===== config.mk =====
export PLATFORM = sky130hd
export DESIGN_NAME = uart_alu_frame_ctrl
export DESIGN_NICKNAME = d
export VERILOG_FILES = /design/src/rtl/uart_alu_frame_ctrl.sv
export SDC_FILE = /design/constraint.sdc
export NUM_CORES = 1
export LEC_CHECK = 0
export ABC_AREA = 1
export CAP_MARGIN = 10
export CORE_MARGIN = 1
export CORE_UTILIZATION = 48
export DETAILED_ROUTE_END_ITERATION = 7
export PLACE_DENSITY = 0.77
export SLEW_MARGIN = 20
export SYNTH_ARGS = -nofsm -noshare
export SYNTH_HDL_FRONTEND = slang
export SYNTH_SLANG_ARGS = --single-unit

===== constraint.sdc =====
create_clock -name clk -period 2.92 [get_ports clk]
set_input_delay 0.584 -clock clk [delete_from_list [all_inputs] [get_ports clk]]
set_output_delay 0.584 -clock clk [all_outputs]
set_load 0.005 [all_outputs]

===== src/rtl/uart_alu_frame_ctrl.sv =====
// uart_alu_frame_ctrl: framed UART byte-stream command processor feeding and reading a parametrised ALU
// Ports: clk/reset (async, active-high); rx_empty/rx_data/rx_rd = RX FIFO pop side (first-word fall-through);
// tx_full/tx_wr/tx_data = TX FIFO push side; alu_a/alu_b/alu_op = committed ALU inputs; alu_result = ALU output;
// busy = not idle; err_opcode/err_timeout = one-cycle error pulses.
module uart_alu_frame_ctrl #(
  parameter int DATA_W = 16,
  parameter int OP_W = 6,
  parameter int TIMEOUT = 50000,
  parameter int TO_W = 16,
  parameter logic [7:0] OPC_A = 8'h61,
  parameter logic [7:0] OPC_B = 8'h62,
  parameter logic [7:0] OPC_OP = 8'h63,
  parameter logic [7:0] OPC_EXEC = 8'h64
) (
  input  logic              clk,
  input  logic              reset,
  input  logic              rx_empty,
  input  logic [7:0]        rx_data,
  output logic              rx_rd,
  input  logic              tx_full,
  output logic              tx_wr,
  output logic [7:0]        tx_data,
  output logic [DATA_W-1:0] alu_a,
  output logic [DATA_W-1:0] alu_b,
  output logic [OP_W-1:0]   alu_op,
  input  logic [DATA_W-1:0] alu_result,
  output logic              busy,
  output logic              err_opcode,
  output logic              err_timeout
);
  localparam int NB = DATA_W / 8;
  typedef enum logic [1:0] {IDLE, LOAD, SEND} state_t;
  typedef enum logic [1:0] {T_A, T_B, T_OP} target_t;
  state_t state;
  target_t target;
  logic [2:0] remaining, sent;
  logic [DATA_W-1:0] asm_r, shift, nxt_asm;
  logic [TO_W-1:0] to_cnt;
  assign rx_rd = (state == IDLE || state == LOAD) && !rx_empty;
  assign tx_wr = state == SEND && !tx_full;
  assign tx_data = shift[7:0];
  assign busy = state != IDLE;
  // bytes enter at the top and move down, so after NB pops the first byte sits in the low lane
  always_comb begin
    nxt_asm = asm_r >> 8;
    nxt_asm[DATA_W-1 -: 8] = rx_data;
  end
  always_ff @(posedge clk or posedge reset) begin
    if (reset) begin
      state <= IDLE;
      target <= T_A;
      remaining <= '0;
      sent <= '0;
      asm_r <= '0;
      shift <= '0;
      to_cnt <= '0;
      alu_a <= '0;
      alu_b <= '0;
      alu_op <= '0;
      err_opcode <= 1'b0;
      err_timeout <= 1'b0;
    end else begin
      err_opcode <= 1'b0;
      err_timeout <= 1'b0;
      case (state)
        IDLE: if (rx_rd) begin
          if (rx_data == OPC_A || rx_data == OPC_B) begin
            target <= rx_data == OPC_A ? T_A : T_B;
            remaining <= 3'(NB);
            asm_r <= '0;
            to_cnt <= '0;
            state <= LOAD;
          end else if (rx_data == OPC_OP) begin
            target <= T_OP;
            remaining <= 3'd1;
            asm_r <= '0;
            to_cnt <= '0;
            state <= LOAD;
          end else if (rx_data == OPC_EXEC) begin
            shift <= alu_result;
            sent <= '0;
            state <= SEND;
          end else
            err_opcode <= 1'b1;
        end
        LOAD: if (rx_rd) begin
          to_cnt <= '0;
          remaining <= remaining - 3'd1;
          asm_r <= nxt_asm;
          if (remaining == 3'd1) begin
            state <= IDLE;
            if (target == T_A) alu_a <= nxt_asm;
            if (target == T_B) alu_b <= nxt_asm;
            if (target == T_OP) alu_op <= rx_data[OP_W-1:0];
          end
        end else if (to_cnt == TO_W'(TIMEOUT - 1)) begin
          err_timeout <= 1'b1;
          asm_r <= '0;
          to_cnt <= '0;
          state <= IDLE;
        end else
          to_cnt <= to_cnt + 1'b1;
        SEND: if (tx_wr) begin
          shift <= shift >> 8;
          sent <= sent + 3'd1;
          if (sent == 3'(NB - 1)) state <= IDLE;
        end
        default: state <= IDLE;
      endcase
    end
  end
endmodule


======== After elaboration in Yosys (flattened, before gate mapping) ========
Index checks and enable logic that the tools add are counted.
operators by class
  add/subtract/negate cells ............... 3
  eq/ne operators ......................... 22
  muxes and demuxes ....................... 47
  reductions and logical operators ........ 21
operators by type and width
  cell                                                                   number
  16-bit 2-to-1 mux                                                      12
  16-bit case mux with 2 select lines                                    3
  8-bit by 7-bit equality test with 1-bit output, second input constant  4
  3-bit 2-to-1 mux                                                       9
  2-bit 2-to-1 mux                                                       11
  4-bit AND reduction                                                    5
  16-bit by 1-bit adder with 16-bit output, second input constant        1
  16-bit equality test, second input constant                            1
  3-bit case mux with 2 select lines                                     2
  6-bit AND reduction                                                    2
  2-bit != test, second input constant                                   5
  1-bit 2-to-1 mux                                                       9
  2-bit nonzero test                                                     4
  3-bit by 1-bit equality test with 1-bit output, second input constant  2
  3-bit by 2-bit != test with 1-bit output, second input constant        2
  2-bit case mux with 3 select lines                                     1
  3-bit AND reduction                                                    2
  2-bit by 1-bit equality test with 1-bit output, second input constant  2
  2-bit equality test, second input constant                             2
  2-bit logical NOT                                                      2
  2-bit by 1-bit != test with 1-bit output, second input constant        2
  4-bit by 1-bit != test with 1-bit output, second input constant        1
  3-bit by 1-bit adder with 3-bit output, second input constant          1
  3-bit by 1-bit != test with 1-bit output, second input constant        1
  4 further kinds                                                        7
storage, ports and cells
  register bits ........................... 98
  output and inout port bits .............. 51
  logic and storage cells ................. 105

======== Logic depth before layout (Yosys ltp) ========
Gate-level depths: netlist of run 1.
  depth after elaboration ................. 6
  depth in mapped cells ................... 11
  mapped depth without buffers ............ 10

======== Least setup slack after synthesis of run 1 ========
No wires, ideal clock.
  path type ............................... input -> register
  from .................................... input rx_data[7]
  to ...................................... register shift[10]
  data arrival time ....................... 1,479 ps
  path slack .............................. 1,325 ps
  cell stages on the path ................. 10
  path buffers ............................ 2
  cell sequence ........................... inv_1 > nand2_1 > nor2_2 > nand3_1 > nand2_1 > nand2_1 > buf_4 > buf_6 > nand2_1 > nand2_1
on the way
  word-level cells in the longest chain between the ends .. 4
  elaborated cells on any way between the ends .. 9
ends and longest elaborated chain
  item                                            RTL line  source
  from (decl)                                     18        input logic [7:0] rx_data,
  8-bit by 7-bit equality test with 1-bit output  67        if (rx_data == OPC_A || rx_data == OPC_B) begin
  1-bit logical OR                                67
  2-bit != test (no line)                         --
  6-bit AND reduction (no line) *                 --
  to (signal assigned)                            80        shift <= alu_result;
  to (signal assigned)                            104       shift <= shift >> 8;
  to (decl)                                       37        logic [DATA_W-1:0] asm_r, shift, nxt_asm;
Every way passes the cells marked *; elsewhere a longest branch is shown, timed or not.
A chain may end at the register's enable or synchronous reset.

======== Final worst setup path of run 1 ========
  from .................................... input rx_empty
  to ...................................... output rx_rd
on the way
  word-level cells in the longest chain between the ends .. 2
ends and longest elaborated chain
  item               RTL line  source
  from (decl)        17        input logic rx_empty,
  1-bit logical NOT  39        assign rx_rd = (state == IDLE || state == LOAD) && !rx_empty;
  1-bit logical AND  39
  to (decl)          19        output logic rx_rd,
Every way passes these cells.

==> results of run 1 <==
metrics by stage:
| step | hold slack, ns | util |
|---|---|---|
| after floorplan | 0.4481 | - |
| after global placement | 0.4607 | 0.5949 |
| after detailed placement | 0.4690 | 0.5949 |
| after CTS | 0.4920 | 0.6176 |
| after global routing | 0.5149 | 0.6176 |
| final | 0.4855 | 0.6176 |
critical path: stages:
cell and delay (ns):
clkdlybuf4s50_1 0.53, nor2_4 0.19, clkdlybuf4s50_1 0.52
layout make-up:
class                           instances  area, um2
Fill cell                             778       3383
Sequential cell                        90       2252
Multi-Input combinational cell        327       1822
Timing Repair Buffer                   88      855.8
Inverter                               52      198.9
Clock buffer                           11      141.4
Tap cell                              108      135.1
Clock inverter                          5      60.06
cells by family after synthesis:
group,count (synthesis),share of synthesized area
xor+xnor,2,0.003932
mux,8,0.01797
compound gates,81,0.1267
flops,90,0.5055
simple gates,231,0.2463
fa+ha+maj,5,0.01404
buf+inv,74,0.08565
metal layers:
layer / track usage / routed length [um] / part of all wire / vias to the layer above
met3: 0.04438 / 547 / 0.058 / 13
met1: 0.2902 / 4280 / 0.45 / 1646
met2: 0.3397 / 4524 / 0.48 / 102
met5: 0 / 0 / 0 / -
li1: - / - / - / 1739
met4: 0.07463 / 146 / 0.015 / 0
power groups by stage:
| stage | registers, uW | clock network [uW] | logic (uW) |
|---|---|---|---|
| after global routing | 1600 | 935 | 960 |
| after global placement | 1580 | 0 | 821 |
| after CTS | 1570 | 880 | 855 |
| final | 1570 | 864 | 840 |
| after floorplan | 1560 | 0 | 634 |
| after detailed placement | 1590 | 0 | 855 |
synth_stat cells (all sizes together):
master / n
nand4: 15
mux2i: 8
nor4: 2
a21oi: 10
o22ai: 1
o21ai: 68
buf: 21
xor2: 2
nor3: 3
clkinv: 1
nand3: 27
a21o: 1
dfrtp: 90
nand2: 140
nor2: 43
inv: 51
o21a: 1
clkbuf: 1
ha: 5
nor4b: 1
worst max path at each step:
stage	start	end	slack, ns	cells after the start
floorplan	reset	alu_a[0]$_DFFE_PP0P_	0.0007	1
global placement	rx_empty	rx_rd	0.51	3
detailed placement	rx_empty	alu_op[5]$_DFFE_PP0P_	0.47	7
CTS	rx_empty	rx_rd	0.49	3
global route	state[0]$_DFFE_PP0P_	tx_wr	0.42	5
finish	rx_empty	rx_rd	0.50	3
flip-flops by register name, indices dropped and copies added, names as in the netlist, 2 cells and up:
signal	flops
asm_r	8
sent	3
shift	16
alu_op	6
to_cnt	16
state	2
target	2
alu_b	16
remaining	3
alu_a	16
==> impl_metrics.tcl, run 1 <==
set metrics [dict create \
    n_antenna_cell 0 \
    ys_ff_latch 90 \
    p_int_uw 2240 \
    yosysUniqueCellTypes 33 \
    ant_nets 0 \
    fin_nets 601 \
    p_leak_uw 0.002556 \
    final_hold_viol_count 0 \
    grt_use_total 0.2128 \
    wl_per_cell_um 13.95 \
    hold_buffers 0 \
    cts_buffers 9 \
    synth.area.top_cells "dfrtp_1, nand2_1, o21ai_2, nand2_2, inv_1" \
    clock_sinks 90 \
    tightest_slew_ns 0.6465 \
    post_cts_buffers 0 \
    drv_slew 0 \
    violations "DRC" \
    grt_pass1_wl_mm 16.34 \
    dp_hpwl_mm 7.105 \
    cap_violations 0 \
    path_class "primary input to primary output" \
    pre_cts_ws_ns 0.4699 \
    status "finished, violations left" \
    rr_endpoint "alu_op[0]$_DFFE_PP0P_" \
    dp.cells 665 \
    start_util 0.5035 \
    cts.root.buffer_cell "clkbuf_8" \
    gp_congestion 0.9049 \
    ys_warn_count 0 \
    r2r_cells 6 \
    grt_pass1_vias 3492 \
    layout_common_cells "nand2_1, dfrtp_1, clkdlybuf4s50_1" \
    fmax_ghz 0.4134 \
    min_path_type "flop to flop" \
    final_common_cell "nand2_1" \
    p_sw_frac 0.3162 \
    areaGrowthSynthToFinish_pct 22.66 \
    synth_top_cell_by_area "dfrtp_1" \
    worstPathRequired_ns 2.34 \
    yosysTopAreaCellShare 0.5055 \
    grt_setup_unrepaired "no" \
    final.setup_skew_ns 0.008334 \
    wirelength_mm 9.499 \
    worst_ep_arrival_time_ns 1.83 \
    via_per_inst 5.140 \
    clock_power_share 0.264 \
    cts_resized 0 \
    worstHoldStart "shift[3]$_DFFE_PP0P_" \
    synth.avg_cell_area_um2 9.074 \
    p_per_area_nw_per_um2 599.3 \
    whs_endpoint "shift[3]$_DFFE_PP0P_" \
    hold_depth 2 \
    setup-violations-final 0 \
    cts_tree "yes" \
    routed-via-count 3500 \
    clk_latency_ns 0.35 \
    htree_levels 3 \
    yosysSeqAreaShare 0.5055 \
    period_minus_slack_ns 2.419 \
    fin_ws_ns 0.5012 \
    p_comb_frac 0.256 \
    path_max_fanout 5 \
    final_cells 681 \
    port_buffers 78 \
    route.detailed.drc 7 \
    tns_ns 0 \
    rr_startpoint "state[1]$_DFFE_PP0P_" \
    design.die.area_um2 9672 \
    dr.pass1.iters 6 \
    drive_gt1_frac 0.1902 \
    clock_path_buffers 2 \
    fin_area_um2 5465 \
    synth_area_um2 4456 \
    p_sw_uw 1036 \
    cp-start-kind "primary input" \
    power_uw 3275 \
    timing.reg2reg.setup_slack_ns 1.09 \
    placementRows 34 \
    die_w_um 98.35 \
    die_y_um 98.35 \
    placed_cell_area_um2 5264 \
    power_frac_seq 0.480 \
    core_um2 8848 \
    antenna_found_initial 0 \
    grt_start_max_net_pins 40 \
    overflow 0 \
    relSlewSlack 0.5685 \
    ir_drop_uv 464.7 \
    synthCells 491 \
    period_share 0.8284 \
    cp-end-kind "primary output" \
    syn-num-nets 524 \
    drtIter0Drc 209 \
    io_pins 79 \
    path_clk_slew_ns 0.09 \
]
(Power assumes the default switching activity.)
==> run 2: changes to the inputs <==
==> constraint.sdc (replaced) <==
create_clock -name clk -period 2.08 [get_ports clk]
set_input_delay 0.416 -clock clk [delete_from_list [all_inputs] [get_ports clk]]
set_output_delay 0.416 -clock clk [all_outputs]
set_load 0.005 [all_outputs]
==> impl_metrics.tcl, run 2 (synthesized netlist as in run 1, its figures left out) <==
set metrics [dict create \
    worstPathRequired_ns 1.66 \
    dp_hpwl_mm 6.988 \
    dp.cells 673 \
    route.detailed.drc 5 \
    period_share 0.9689 \
    drv_slew 0 \
    routed-via-count 3508 \
    areaGrowthSynthToFinish_pct 26.31 \
    p_leak_uw 0.002628 \
    whs_endpoint "remaining[1]$_DFFE_PP0P_" \
    min_path_type "flop to flop" \
    path_clk_slew_ns 0.10 \
    drtIter0Drc 178 \
    cts_buffers 9 \
    worstHoldStart "remaining[1]$_DFFE_PP0P_" \
    cap_violations 0 \
    overflow 0 \
    start_util 0.5035 \
    grt_busiest_layer "met2" \
    design.die.area_um2 9672 \
    tns_ns 0 \
    met1_usage 0.2910 \
    placementRows 34 \
    path_class "primary input to primary output" \
    path_max_fanout 3 \
    port_buffers 78 \
    cp-start-kind "primary input" \
    cts_tree "yes" \
    worst_ep_arrival_time_ns 1.60 \
    multiInputGateArea_um2 1829 \
    io_pins 79 \
    use_met3 0.05369 \
    n_antenna_cell 0 \
    ant_nets 0 \
    cts.root.buffer_cell "clkbuf_8" \
    status "finished, violations left" \
    clock_path_buffers 2 \
    timing.reg2reg.setup_slack_ns 0.41 \
    final_hold_viol_count 0 \
    grt_pass1_wl_mm 16.13 \
    ir_drop_uv 600.8 \
    cp-end-kind "primary output" \
    wirelength_mm 9.630 \
    die_y_um 98.35 \
    register_area_um2 2255 \
    grt_pass1_vias 3382 \
    final_common_cell "nand2_1" \
    htree_levels 3 \
    rr_endpoint "to_cnt[14]$_DFFE_PP0P_" \
    gp_congestion 0.9157 \
    wl_per_cell_um 13.98 \
    p_per_area_nw_per_um2 845.8 \
    post_cts_buffers 0 \
    clock_sinks 90 \
    grt_setup_unrepaired "no" \
    dr.pass1.iters 8 \
    fin_nets 609 \
    relSlewSlack 0.6797 \
    grt_util_met2 0.3321 \
    antenna_found_initial 0 \
    final_cells 689 \
    core_um2 8848 \
    hold_depth 2 \
    grt_start_max_net_pins 91 \
    drive_gt1_frac 0.2083 \
    via_per_inst 5.091 \
    layout_common_cells "nand2_1, dfrtp_1, clkdlybuf4s50_1" \
    clk_latency_ns 0.37 \
    violations "DRC" \
    period_minus_slack_ns 2.015 \
    final.setup_skew_ns 0.01089 \
    r2r_cells 8 \
    die_w_um 98.35 \
    grt_use_total 0.2153 \
    tightest_slew_ns 0.4805 \
    rr_startpoint "to_cnt[0]$_DFFE_PP0P_" \
    nFillCells 739 \
    setup-violations-final 0 \
    fmax_ghz 0.4962 \
]
[run 2: what timing repair did]
item / in CTS / in global routing
setup endpoints to repair: 0 / 2
hold buffers: 0 / 0
resized for setup: 0 / 4
hold endpoints to repair: 0 / 0
[run 2: worst max-delay path by stage]
stage / startpoint / endpoint / slack [ns] / depth (start not counted)
after CTS: state[1]$_DFFE_PP0P_ / tx_wr / 0.02 / 3
after global placement: rx_empty / rx_rd / 0.08 / 3
after global routing: state[0]$_DFFE_PP0P_ / tx_wr / 0.009 / 4
after floorplan: reset / alu_a[0]$_DFFE_PP0P_ / 0.61 / 1
after detailed placement: rx_empty / alu_a[11]$_DFFE_PP0P_ / 0.05 / 8
final: tx_full / tx_wr / 0.06 / 3
[run 2: final cells by class]
cell class,instances,share of cell area
multi-input combinational,327,0.3250
timing repair buffer,96,0.1761
clock buffer,9,0.02201
tap,108,0.02401
sequential,90,0.4006
clock inverter,7,0.01645
inverter,52,0.03579
[run 2: worst max-delay path, stage by stage]
cell and delay, ns:
clkdlybuf4s50_1 0.48, nor2_2 0.18, clkdlybuf4s50_1 0.52
[run 2: stage by stage]
step	hold slack, ns	utilization	total power (uW)	worst slack (ns)	area (um2)
after floorplan	0.4481	-	3078	0.6143	4459
after global placement	0.4622	0.6104	3412	0.07750	5401
after detailed placement	0.4686	0.6104	3492	0.05288	5401
after CTS	0.4929	0.6349	4797	0.02317	5618
after global routing	0.5164	0.6360	5045	0.009293	5628
final	0.4897	0.6360	4760	0.06463	5628
[run 2: metal layers]
metal	vias to the layer above	wire length [um]
li1	1755	-
met2	93	4376
met4	0	167
met3	15	596
met1	1645	4489
met5	-	0
[run 2: power breakdown]
group	internal [uW]	leakage [uW]	switching, uW
combinational	566	0.00130	681
clock	589	0.000109	706
sequential	2020	0.00122	202
==> run 3: changes to the inputs <==
--- a/config.mk
+++ b/config.mk
@@ -7,10 +7,13 @@
 export LEC_CHECK = 0
 export ABC_AREA = 1
 export CAP_MARGIN = 10
+export CELL_PAD_IN_SITES_DETAIL_PLACEMENT = 1
+export CELL_PAD_IN_SITES_GLOBAL_PLACEMENT = 1
 export CORE_MARGIN = 1
-export CORE_UTILIZATION = 48
+export CORE_UTILIZATION = 36
 export DETAILED_ROUTE_END_ITERATION = 7
-export PLACE_DENSITY = 0.77
+export PLACE_DENSITY = 0.76
+export SKIP_LAST_GASP = 1
 export SLEW_MARGIN = 20
 export SYNTH_ARGS = -nofsm -noshare
 export SYNTH_HDL_FRONTEND = slang
==> impl_metrics.tcl, run 3 (synthesized netlist as in run 1, its figures left out) <==
set metrics [dict create \
    areaGrowthSynthToFinish_pct 31.20 \
    cp-start-kind "primary input" \
    tightest_slew_ns 0.4716 \
    routed-via-count 3693 \
    drtIter0Drc 142 \
    core_um2 12060 \
    via_per_inst 4.911 \
    slowest_delay_ns 0.52 \
    clock_path_buffers 2 \
    register_area_um2 2255 \
    drive_gt1_frac 0.2123 \
    port_buffers 78 \
    p_per_area_nw_per_um2 897.0 \
    worst_ep_arrival_time_ns 1.63 \
    grt_pass1_wl_mm 20.04 \
    die_w_um 113.3 \
    wl_per_cell_um 15.26 \
    crit_top_cell "clkdlybuf4s50_1" \
    layout_common_cells "nand2_1, dfrtp_1, clkdlybuf4s50_1" \
    setup-violations-final 0 \
    gp_congestion 0.8541 \
    htree_levels 3 \
    final_hold_viol_count 0 \
    path_class "primary input to primary output" \
    design.die.area_um2 12830 \
    drv_slew 0 \
    multiInputGateArea_um2 1829 \
    grt_start_max_net_pins 43 \
    status "completed" \
    fin_ws_ns 0.03155 \
    final.setup_skew_ns 0.006090 \
    wirelength_mm 11.48 \
    p_leak_uw 0.002695 \
    clk_latency_ns 0.35 \
    period_share 0.9848 \
    n_antenna_cell 0 \
    die_y_um 113.3 \
    cp-end-kind "primary output" \
    ant_nets 0 \
    start_util 0.3694 \
    path_clk_slew_ns 0.07 \
    overflow 0 \
    cap_violations 0 \
    clock_sinks 90 \
    grt_setup_unrepaired "no" \
    hold_buffers 0 \
    power_uw 5244 \
    nFillCells 1389 \
    min_path_type "primary input to async pin" \
    cts_tree "yes" \
    cp_slowest_cell "clkdlybuf4s50_1" \
    ir_drop_uv 533.7 \
    dp_hpwl_mm 8.534 \
    crit_chain "clkdlybuf4s50_1 > nor2_4 > clkdlybuf4s50_1" \
    route.detailed.drc 0 \
    grt_pass1_vias 4065 \
    pre_cts_ws_ns 0.02493 \
    path_max_fanout 4 \
    cts_buffers 9 \
    dr.pass1.iters 4 \
    cts.root.buffer_cell "clkbuf_16" \
    tns_ns 0 \
    antenna_found_initial 0 \
    fin_nets 612 \
    io_pins 79 \
    worstPathRequired_ns 1.66 \
    post_cts_buffers 0 \
    grt_use_total 0.1988 \
    relSlewSlack 0.6844 \
    final_common_cell "nand2_1" \
    placementRows 40 \
    cts_resized 1 \
    period_minus_slack_ns 2.048 \
    fmax_ghz 0.4882 \
]
run 3: cell types whose count changed in the layout (fill, tap and decap cells not counted):
cell	change
clkbuf_8	-9
clkinv_8	-1
buf_12	+2
clkbuf_16	+9
buf_4	+1
inv_8	+1
inv_6	-2
clkinv_4	+1
clkinvlp_4	+1
run 3: final cells by class:
| cell class | instances | area share |
|---|---|---|
| well taps | 168 | 0.03596 |
| clock buffers | 9 | 0.03853 |
| inverters | 52 | 0.03446 |
| repair buffers | 99 | 0.1777 |
| multi-input cells | 327 | 0.3129 |
| flip-flops and latches | 90 | 0.3857 |
| clock inverters | 7 | 0.01477 |
run 3: worst max-delay path, delay by kind of cell:
family                 cells  cell delay [ns]
buffers and inverters      2             1.02
and+or+nand+nor            1             0.19
run 3: worst paths after layout:
| check | startpoint | to | slack [ns] | cells after the start |
|---|---|---|---|---|
| setup / recovery | rx_empty | rx_rd | 0.03 | 3 |
| hold / removal | reset | shift[9]$_DFFE_PP0P_ | 0.39 | 2 |
| setup reg to reg | state[1]$_DFFE_PP0P_ | state[0]$_DFFE_PP0P_ | 0.36 | 9 |
| hold reg to reg | shift[12]$_DFFE_PP0P_ | shift[12]$_DFFE_PP0P_ | 0.48 | 2 |
| max in group asynchronous | reset | state[0]$_DFFE_PP0P_ | 1.16 | 3 |
| min in group clk | shift[12]$_DFFE_PP0P_ | shift[12]$_DFFE_PP0P_ | 0.48 | 2 |
run 3: report_power, final:
part / internal (uW) / switching [uW] / leakage [uW]
Sequential: 2020 / 205 / 0.00122
Combinational: 586 / 717 / 0.00132
Clock: 957 / 759 / 0.000150
Total: 3560 / 1680 / 0.00269
run 3: per-layer routing:
metal  vias to the layer above  global-route usage  wire length, um
met1                      1835              0.2446             5011
met3                        18             0.04874              551
met5                         -                   0                0
li1                       1758                   -                -
met4                         0             0.08772              200
met2                        82              0.3317             5713
run 3: stage by stage:
stage / instances / util / instance area, um2 / hold WS (ns)
2_1_floorplan: 491 / - / 4459 / 0.4481
3_3_place_gp: 736 / 0.4580 / 5524 / 0.4632
3_5_place_dp: 736 / 0.4580 / 5524 / 0.4705
4_1_cts: 752 / 0.4842 / 5841 / 0.3832
5_1_grt: 752 / 0.4846 / 5846 / 0.4173
6_report: 752 / 0.4846 / 5846 / 0.3856
